==> src/rtl/pwm_duty_ramp.sv <==
// pwm_duty_ramp: soft-start and reversal sequencer feeding a PWM generator.
// Slews the duty toward the commanded magnitude at a programmable rate, walks
// through zero with a dead time on direction changes, and zeroes the duty
// immediately on emergency stop.
//
// Ports:
//   CLK        clock
//   RESET      synchronous active-high reset
//   CMD_DC     requested duty magnitude
//   CMD_DIR    requested direction (0 = forward)
//   CMD_VALID  loads CMD_DC/CMD_DIR into the target registers
//   ESTOP      level emergency stop
//   OUT_DC     registered duty to the PWM generator
//   OUT_DIR    registered H-bridge direction
//   OUT_EN     registered H-bridge enable
//   AT_TARGET  registered: idle with output equal to target
module pwm_duty_ramp #(
    parameter int unsigned DC_WIDTH        = 8,
    parameter int unsigned RAMP_DIV        = 1000,
    parameter int unsigned RAMP_STEP       = 1,
    parameter int unsigned DEADTIME_CYCLES = 100
) (
    input  logic                CLK,
    input  logic                RESET,
    input  logic [DC_WIDTH-1:0] CMD_DC,
    input  logic                CMD_DIR,
    input  logic                CMD_VALID,
    input  logic                ESTOP,
    output logic [DC_WIDTH-1:0] OUT_DC,
    output logic                OUT_DIR,
    output logic                OUT_EN,
    output logic                AT_TARGET
);

    localparam int unsigned PRE_W  = (RAMP_DIV > 1) ? $clog2(RAMP_DIV) : 1;
    localparam int unsigned DEAD_W = (DEADTIME_CYCLES > 1) ? $clog2(DEADTIME_CYCLES) : 1;
    localparam int unsigned SUM_W  = DC_WIDTH + 1;

    localparam logic [SUM_W-1:0]  STEP_EXT  = SUM_W'(RAMP_STEP);
    localparam logic [PRE_W-1:0]  PRE_LAST  = PRE_W'(RAMP_DIV - 1);
    localparam logic [DEAD_W-1:0] DEAD_LAST = DEAD_W'(DEADTIME_CYCLES - 1);

    typedef enum logic [2:0] {
        ST_HOLD,
        ST_RAMP,
        ST_RAMP_DOWN,
        ST_DEAD,
        ST_ESTOP
    } state_t;

    state_t              state_q, state_d;
    logic [DC_WIDTH-1:0] out_dc_q, out_dc_d;
    logic                out_dir_q, out_dir_d;
    logic                out_en_q, out_en_d;
    logic                at_target_q, at_target_d;
    logic [DC_WIDTH-1:0] tgt_dc_q, tgt_dc_d;
    logic                tgt_dir_q, tgt_dir_d;
    logic [PRE_W-1:0]    pre_cnt_q, pre_cnt_d;
    logic [DEAD_W-1:0]   dead_cnt_q, dead_cnt_d;

    logic                tick;
    logic                rev_req;
    logic [SUM_W-1:0]    up_sum;
    logic [SUM_W-1:0]    dn_diff;
    logic [DC_WIDTH-1:0] step_tgt;
    logic [DC_WIDTH-1:0] step_zero;

    // Free-running ramp prescaler
    always_comb begin
        tick      = (pre_cnt_q == PRE_LAST);
        pre_cnt_d = tick ? '0 : pre_cnt_q + PRE_W'(1);
    end

    // One ramp step, computed one bit wider so the duty can never wrap
    always_comb begin
        up_sum  = {1'b0, out_dc_q} + STEP_EXT;
        dn_diff = {1'b0, out_dc_q} - STEP_EXT;
        if (tgt_dc_q > out_dc_q) begin
            step_tgt = (up_sum >= {1'b0, tgt_dc_q}) ? tgt_dc_q : up_sum[DC_WIDTH-1:0];
        end else begin
            step_tgt = (dn_diff[DC_WIDTH] || (dn_diff[DC_WIDTH-1:0] <= tgt_dc_q))
                       ? tgt_dc_q : dn_diff[DC_WIDTH-1:0];
        end
        step_zero = dn_diff[DC_WIDTH] ? '0 : dn_diff[DC_WIDTH-1:0];
    end

    // A zero-magnitude target never triggers a reversal
    assign rev_req = (tgt_dir_q != out_dir_q) && (tgt_dc_q != '0);

    // Next-state and output logic
    always_comb begin
        state_d    = state_q;
        out_dc_d   = out_dc_q;
        out_dir_d  = out_dir_q;
        out_en_d   = out_en_q;
        tgt_dc_d   = tgt_dc_q;
        tgt_dir_d  = tgt_dir_q;
        dead_cnt_d = '0;

        case (state_q)
            ST_HOLD: begin
                if (rev_req) begin
                    if (out_dc_q == '0) begin
                        state_d  = ST_DEAD;
                        out_en_d = 1'b0;
                    end else begin
                        state_d = ST_RAMP_DOWN;
                    end
                end else if (out_dc_q != tgt_dc_q) begin
                    state_d = ST_RAMP;
                end
            end
            ST_RAMP: begin
                if (rev_req) begin
                    state_d = ST_RAMP_DOWN;
                end else if (out_dc_q == tgt_dc_q) begin
                    state_d = ST_HOLD;
                end else if (tick) begin
                    out_dc_d = step_tgt;
                    if (step_tgt == tgt_dc_q) begin
                        state_d = ST_HOLD;
                    end
                end
            end
            ST_RAMP_DOWN: begin
                if (out_dc_q == '0) begin
                    state_d  = ST_DEAD;
                    out_en_d = 1'b0;
                end else if (tick) begin
                    out_dc_d = step_zero;
                    if (step_zero == '0) begin
                        state_d  = ST_DEAD;
                        out_en_d = 1'b0;
                    end
                end
            end
            ST_DEAD: begin
                out_dc_d = '0;
                out_en_d = 1'b0;
                if (dead_cnt_q == DEAD_LAST) begin
                    // Direction is taken from the target as it stands at exit
                    out_en_d  = 1'b1;
                    out_dir_d = tgt_dir_q;
                    state_d   = (tgt_dc_q == '0) ? ST_HOLD : ST_RAMP;
                end else begin
                    dead_cnt_d = dead_cnt_q + DEAD_W'(1);
                end
            end
            ST_ESTOP: begin
                out_dc_d = '0;
                out_en_d = 1'b0;
                if (!ESTOP) begin
                    state_d = ST_DEAD;
                end
            end
            default: begin
                state_d  = ST_DEAD;
                out_dc_d = '0;
                out_en_d = 1'b0;
            end
        endcase

        if (CMD_VALID && !ESTOP) begin
            tgt_dc_d  = CMD_DC;
            tgt_dir_d = CMD_DIR;
        end

        // Emergency stop overrides everything except reset
        if (ESTOP) begin
            state_d    = ST_ESTOP;
            out_dc_d   = '0;
            out_en_d   = 1'b0;
            tgt_dc_d   = '0;
            dead_cnt_d = '0;
        end

        at_target_d = (state_d == ST_HOLD) && (out_dc_d == tgt_dc_d) &&
                      ((out_dir_d == tgt_dir_d) || (tgt_dc_d == '0));
    end

    // State and output registers
    always_ff @(posedge CLK) begin
        if (RESET) begin
            state_q     <= ST_DEAD;
            out_dc_q    <= '0;
            out_dir_q   <= 1'b0;
            out_en_q    <= 1'b0;
            at_target_q <= 1'b0;
            tgt_dc_q    <= '0;
            tgt_dir_q   <= 1'b0;
            pre_cnt_q   <= '0;
            dead_cnt_q  <= '0;
        end else begin
            state_q     <= state_d;
            out_dc_q    <= out_dc_d;
            out_dir_q   <= out_dir_d;
            out_en_q    <= out_en_d;
            at_target_q <= at_target_d;
            tgt_dc_q    <= tgt_dc_d;
            tgt_dir_q   <= tgt_dir_d;
            pre_cnt_q   <= pre_cnt_d;
            dead_cnt_q  <= dead_cnt_d;
        end
    end

    assign OUT_DC    = out_dc_q;
    assign OUT_DIR   = out_dir_q;
    assign OUT_EN    = out_en_q;
    assign AT_TARGET = at_target_q;

endmodule

==> config.mk <==
export PLATFORM = sky130hd
export DESIGN_NAME = pwm_duty_ramp
export DESIGN_NICKNAME = d
export VERILOG_FILES = /design/src/rtl/pwm_duty_ramp.sv
export SDC_FILE = /design/constraint.sdc
export NUM_CORES = 1
export LEC_CHECK = 0
export BUFFER_PORTS_ARGS = -buffer_cell sky130_fd_sc_hd__buf_2
export CAP_MARGIN = 30
export CORE_ASPECT_RATIO = 0.7
export CORE_UTILIZATION = 45
export CTS_BUF_LIST = sky130_fd_sc_hd__clkbuf_8
export DETAILED_ROUTE_END_ITERATION = 10
export PLACE_DENSITY = 0.69
export RECOVER_POWER = 50
export SYNTH_ARGS = -nofsm -noshare
export SYNTH_HDL_FRONTEND = slang
export SYNTH_SLANG_ARGS = --single-unit
==> constraint.sdc <==
create_clock -name CLK -period 6.2 [get_ports CLK]
set_clock_uncertainty 0.1 [all_clocks]
set_input_delay 1.24 -clock CLK [delete_from_list [all_inputs] [get_ports CLK]]
set_output_delay 1.24 -clock CLK [all_outputs]
set_load 0.005 [all_outputs]
; ---- Yosys cells after proc, flatten, opt, wreduce, memory -nomap -nowiden
; Index checks and enable logic that the tools add are counted.
[op_classes]
bitwise_logic = 2
n_eq_ne = 15
order_cmp = 3
add_sub_neg = 4
mux = 37
reduce_logical = 18
n_div = 0
mul = 0
n_shift = 0
[ops]
columns = op, count
row1 = $mux W8, 12
row2 = $mux W3, 11
row3 = $logic_not A8 Y1, 4
row4 = $eq A8 B8 Y1, 3
row5 = $pmux W8 S3, 1
row6 = $pmux W3 S4, 1
row7 = $mux W1, 11
row8 = $add A10 B1 Y10 const B, 1
row9 = $eq A10 B10 Y1 const B, 1
row10 = $add A8 B1 Y9 const B, 1
row11 = $ge A9 B8 Y1, 1
row12 = $sub A8 B1 Y9 const B, 1
row13 = $gt A8 B8 Y1, 1
row14 = $le A8 B8 Y1, 1
row15 = $ne A8 B8 Y1, 1
row16 = $reduce_bool A8 Y1, 1
row17 = $add A7 B1 Y7 const B, 1
row18 = $eq A7 B7 Y1 const B, 1
row19 = $eq A3 B2 Y1 const B, 2
row20 = $logic_not A3 Y1, 2
row21 = $ne A3 B3 Y1 const B, 2
row22 = $reduce_and A5 Y1, 1
row23 = $logic_and A1 B1 Y1, 4
row24 = $ne A2 B2 Y1 const B, 2
row25 = 9 further kinds, 12
[word_totals]
n_memories = 0
out_inout_bits = 11
word_cells = 88
ramBits = 0
register_bits = 40
input_bits = 13
latch_bits = 0
mem_bits_ro = 0

; ---- Depth between registers and ports, before layout
[logic_depth]
depth_word = 15
mapped_depth = 17
ltp_nobuf = 16

; ---- Least setup slack after synthesis
; OpenSTA, ideal clock, no wires.
[synth_timing]
kind = register to register
startpoint = register out_dc_q[0], in the netlist OUT_DC[0]
endpoint = register at_target_q, in the netlist AT_TARGET
slack_ns = 2.308
t_required_ns = 5.997
synth_period_minus_slack_ns = 3.892
path_buffers = 1
arrival_time_ns = 3.688
setup_time_ns = 0.103
path_stages_with_launch = 18
cell_sequence = dfxtp_1 -> buf_2 -> inv_1 -> ha_1 -> nor3b_4 -> nand2_1 -> xnor2_1 -> ha_1 -> a21oi_1 -> nand2_1 -> a21o_1 -> or2_2 -> a211oi_1 -> o31ai_2 -> xnor2_1 -> nor4_2 -> nand4b_4 -> a2111oi_2
[synth_between]
elab_chain_len = 15
word_cells_on_any_way = 38
classes_between = 2 x add/sub / 3 x order compare / 4 x eq/ne / 23 x mux / 6 x reduce/logical
[synth_rtl]
columns = element, line
row1 = from (decl), 52  ; logic [DC_WIDTH-1:0] out_dc_q, out_dc_d;
row2 = from (signal assigned), 195  ; out_dc_q <= out_dc_d;
row3 = $sub A8 B1 Y9, 77  ; dn_diff = {1'b0, out_dc_q} - STEP_EXT;
row4 = $le A8 B8 Y1, 81  ; step_tgt = (dn_diff[DC_WIDTH] || (dn_diff[DC_WIDTH-1:0] <= tgt_dc_q))
row5 = $logic_or A1 B1 Y1, 81
row6 = $mux W8, 82  ; ? tgt_dc_q : dn_diff[DC_WIDTH-1:0];
row7 = $mux W8, 78  ; if (tgt_dc_q > out_dc_q) begin
row8 = $eq A8 B8 Y1, 120  ; if (step_tgt == tgt_dc_q) begin
row9 = $mux W3, 120
row10 = $mux W3, 118  ; end else if (tick) begin
row11 = $mux W3, 116  ; end else if (out_dc_q == tgt_dc_q) begin
row12 = $mux W3, 114  ; if (rev_req) begin
row13 = $pmux W3 S4, 100  ; case (state_q)
row14 = $mux W3, 169  ; if (ESTOP) begin
row15 = $logic_not A3 Y1, 177  ; at_target_d = (state_d == ST_HOLD) && (out_dc_d == tgt_dc_d) &&
row16 = $logic_and A1 B1 Y1 * (2 in series), 177
row17 = to (signal assigned), 198  ; at_target_q <= at_target_d;
row18 = to (decl), 55  ; logic at_target_q, at_target_d;
; Mark *: on every way between the ends. The rest lies on a longest branch, timed or not.
; A chain may end at the register's enable or synchronous reset.

; ---- Worst setup path in the final report
; Same ends and word-level chain as after synthesis.

==> impl_metrics.json <==
{
  "cts-htree-levels": 2,
  "antenna_found_initial": 0,
  "start_util_pct": 46.5,
  "tightest_slew_ps": 958,
  "synth_edf_count": 0,
  "status": "complete, no violations",
  "drv_cap": 0,
  "reg2reg_from": "OUT_DC[0]$_SDFF_PP0_",
  "final_util_pct": 49.7,
  "r2r-end": "AT_TARGET$_SDFF_PP0_",
  "rsz0062_at_grt": "false",
  "diodes": 0,
  "post-route-period-util_pct": 77.1,
  "yosysUniqueCellTypes": 69,
  "dieArea_um2": 7880,
  "setup_viol": 0,
  "clk_path_buf_depth": 2,
  "crit_start": "OUT_DC[0]$_SDFF_PP0_",
  "clock-root-buffer": "clkbuf_8",
  "drive_above_1_share_pct": 10.8,
  "viasPerCell": 6.15,
  "met2WireLength_mm": 3.78,
  "grt_max_degree": 22,
  "grt_pass1_wl_mm": 15.2,
  "yosysSeqAreaShare_pct": 23.7,
  "grt_overflow_total": 0,
  "pwr-share-seq_pct": 50.9,
  "p_leak_nw": 1.42,
  "cp.required_ps": 6290,
  "n_fill_cell": 722,
  "p_per_area_nw_per_um2": 149,
  "synth_nets": 466,
  "finalSetupTns_ps": 0,
  "endpoint": "AT_TARGET$_SDFF_PP0_",
  "clock_latency_ps": 290,
  "core_um2": 7290,
  "place.gp.congestion": 0.964,
  "cts_tree": "done",
  "cp-end-kind": "register",
  "fin_cells": 535,
  "routed_wl_mm": 9.88,
  "power_switching_mw": 0.157,
  "synth_cells": 426,
  "syn_area_um2": 3390,
  "relSlewSlack_pct": 34.5,
  "cts.sinks": 40,
  "worst-path-max-fanout": 13,
  "reg2reg_slack_ps": 1420,
  "ant_nets": 0,
  "final_common_cell": "nor2_1",
  "power_frac_clock_pct": 33.2,
  "port_buffers": 23,
  "finalHoldViolations": 0,
  "dp_hpwl_mm": 7.71,
  "vias": 3292,
  "ctsResizeCount": 0,
  "grt_usage_pct": 25.2,
  "fmax_mhz": 209,
  "slew_viol_final": 0,
  "post_cts_buffers": 0,
  "peakVddDrop_v": 0.000107,
  "placed_cells": 527,
  "comb_power_share_pct": 15.8,
  "ff2ff_path_depth": 16,
  "synthToLayoutAreaGrowth_pct": 7.02,
  "criticalPathCategory": "reg -> reg",
  "drt-wirelength-per-cell_um": 18.5,
  "die_x_um": 106,
  "min_path_type": "reg -> reg",
  "fin_nets": 476,
  "num_io_pins": 24,
  "met3_length_mm": 1.20,
  "async_reset_ff_share_pct": 0,
  "finalPower_mw": 0.540,
  "p_int_mw": 0.383,
  "ys_ff_latch": 40,
  "rows": 26,
  "clk_pin_slew_ps": 80,
  "yosysWarningCount": 0,
  "sw_frac_of_total_pct": 29.1,
  "numCtsBuffers": 5,
  "most-common-layout-cells": "nor2_1, dfxtp_1, xnor2_1, ha_1, inv_1",
  "drt_iter0_drc": 262,
  "grt_pass1_vias": 2834,
  "synth_ff_type": "dfxtp_1",
  "top_layer": "met4",
  "postCtsHoldBufs": 0,
  "arrival_ps": 4860,
  "die_h_um": 74.6,
  "drc": 0,
  "drt-met1-wl_mm": 4.83,
  "syn_area_per_cell_um2": 7.95,
  "startpoint_type": "register",
  "fin_crit_ps": 4780,
  "firstDrtPassIters": 4,
  "whs_ps": 342
}
==> power by group through the flow <==
stage | Clock (mW) | Combinational [mW] | Sequential, mW
finish | 0.180 | 0.0856 | 0.275
global route | 0.194 | 0.0933 | 0.276
CTS | 0.183 | 0.0835 | 0.274
detailed placement | 0 | 0.0830 | 0.280
global placement | 0 | 0.0821 | 0.280
floorplan | 0 | 0.0658 | 0.273
==> metal layers <==
layer | up-vias | track usage [%]
li1 | 1567 | -
met1 | 1529 | 39.2
met2 | 186 | 34.0
met3 | 10 | 7.01
met4 | 0 | 4.32
met5 | - | 0
==> cell families (layout without fill, tap and decap cells) <==
kind of cell	count (synthesis)	in the layout	share of synthesized area, %
multiplexers	10	10	2.96
buffers and inverters	45	56	5.36
AND/OR/NAND/NOR	155	155	25.1
flip-flops	40	40	23.7
AO/OA/AOI/OAI	103	103	20.8
XOR/XNOR	46	46	12.1
adder cells (fa/ha/maj)	27	27	9.98
==> flip-flops by register name, summed over array words and instances (netlist names) <==
| name | count |
|---|---|
| pre_cnt_q | 10 |
| tgt_dc_q | 8 |
| tgt_dir_q | 1 |
| OUT_DIR | 1 |
| dead_cnt_q | 7 |
| AT_TARGET | 1 |
| OUT_EN | 1 |
| state_q | 3 |
| OUT_DC | 8 |
==> cell usage after synthesis, types with 7 or more instances <==
master | instances | share of area, %
dfxtp_1 | 40 | 24
xor2_1 | 14 | 3.6
nand2_1 | 20 | 2.2
o21ai_0 | 13 | 1.9
o21ai_1 | 12 | 1.8
mux2i_1 | 10 | 3.0
ha_1 | 27 | 10
a21oi_1 | 21 | 3.1
o221ai_1 | 7 | 1.8
a31oi_1 | 7 | 1.3
clkbuf_1 | 12 | 1.3
nand3_1 | 13 | 1.9
nor2_1 | 57 | 6.3
xnor2_1 | 31 | 8.0
inv_1 | 22 | 2.4
nor2b_1 | 7 | 1.3
nor3_1 | 13 | 1.9
==> worst max-delay path, cell delays in order, from the launching register on <==
cell and delay [ps]:
dfxtp_1 490, inv_1 180, ha_1 280, nor3b_4 430
nand2_1 290, xnor2_1 290, ha_1 310, a21oi_1 230
nand2_1 90, a21o_1 200, nor2_1 340, o21ai_1 260
nor2_1 240, o221ai_1 180, xnor2_1 280, nand4b_4 120
a2111oi_2 360
==> worst min-delay path by stage <==
stage / from / end / slack, ps / cells past startpoint
finish: dead_cnt_q[0]$_SDFF_PP0_ / dead_cnt_q[0]$_SDFF_PP0_ / 340 / 1
CTS: dead_cnt_q[0]$_SDFF_PP0_ / dead_cnt_q[0]$_SDFF_PP0_ / 350 / 1
floorplan: dead_cnt_q[0]$_SDFF_PP0_ / dead_cnt_q[0]$_SDFF_PP0_ / 310 / 1
global route: dead_cnt_q[0]$_SDFF_PP0_ / dead_cnt_q[0]$_SDFF_PP0_ / 360 / 1
global placement: dead_cnt_q[0]$_SDFF_PP0_ / dead_cnt_q[0]$_SDFF_PP0_ / 330 / 1
detailed placement: dead_cnt_q[0]$_SDFF_PP0_ / dead_cnt_q[0]$_SDFF_PP0_ / 340 / 1
==> final cells by class <==
cell class                 instances  area (µm²)  area share (%)
timing repair buffer              23         110            3.04
inverter                          25        93.8            2.59
clock inverter                     2        10.0           0.276
clock buffer                       6        82.6            2.28
sequential                        40         801            22.1
tap                               98         123            3.38
multi-input combinational        341        2400            66.3
==> stage by stage <==
| stage | cell area [µm²] | setup slack, ps |
|---|---|---|
| floorplan | 3390 | 2310 |
| global placement | 3540 | 1660 |
| detailed placement | 3540 | 1680 |
| CTS | 3630 | 1630 |
| global route | 3620 | 1210 |
| finish | 3620 | 1420 |
Power figures use the tool's default switching activity.
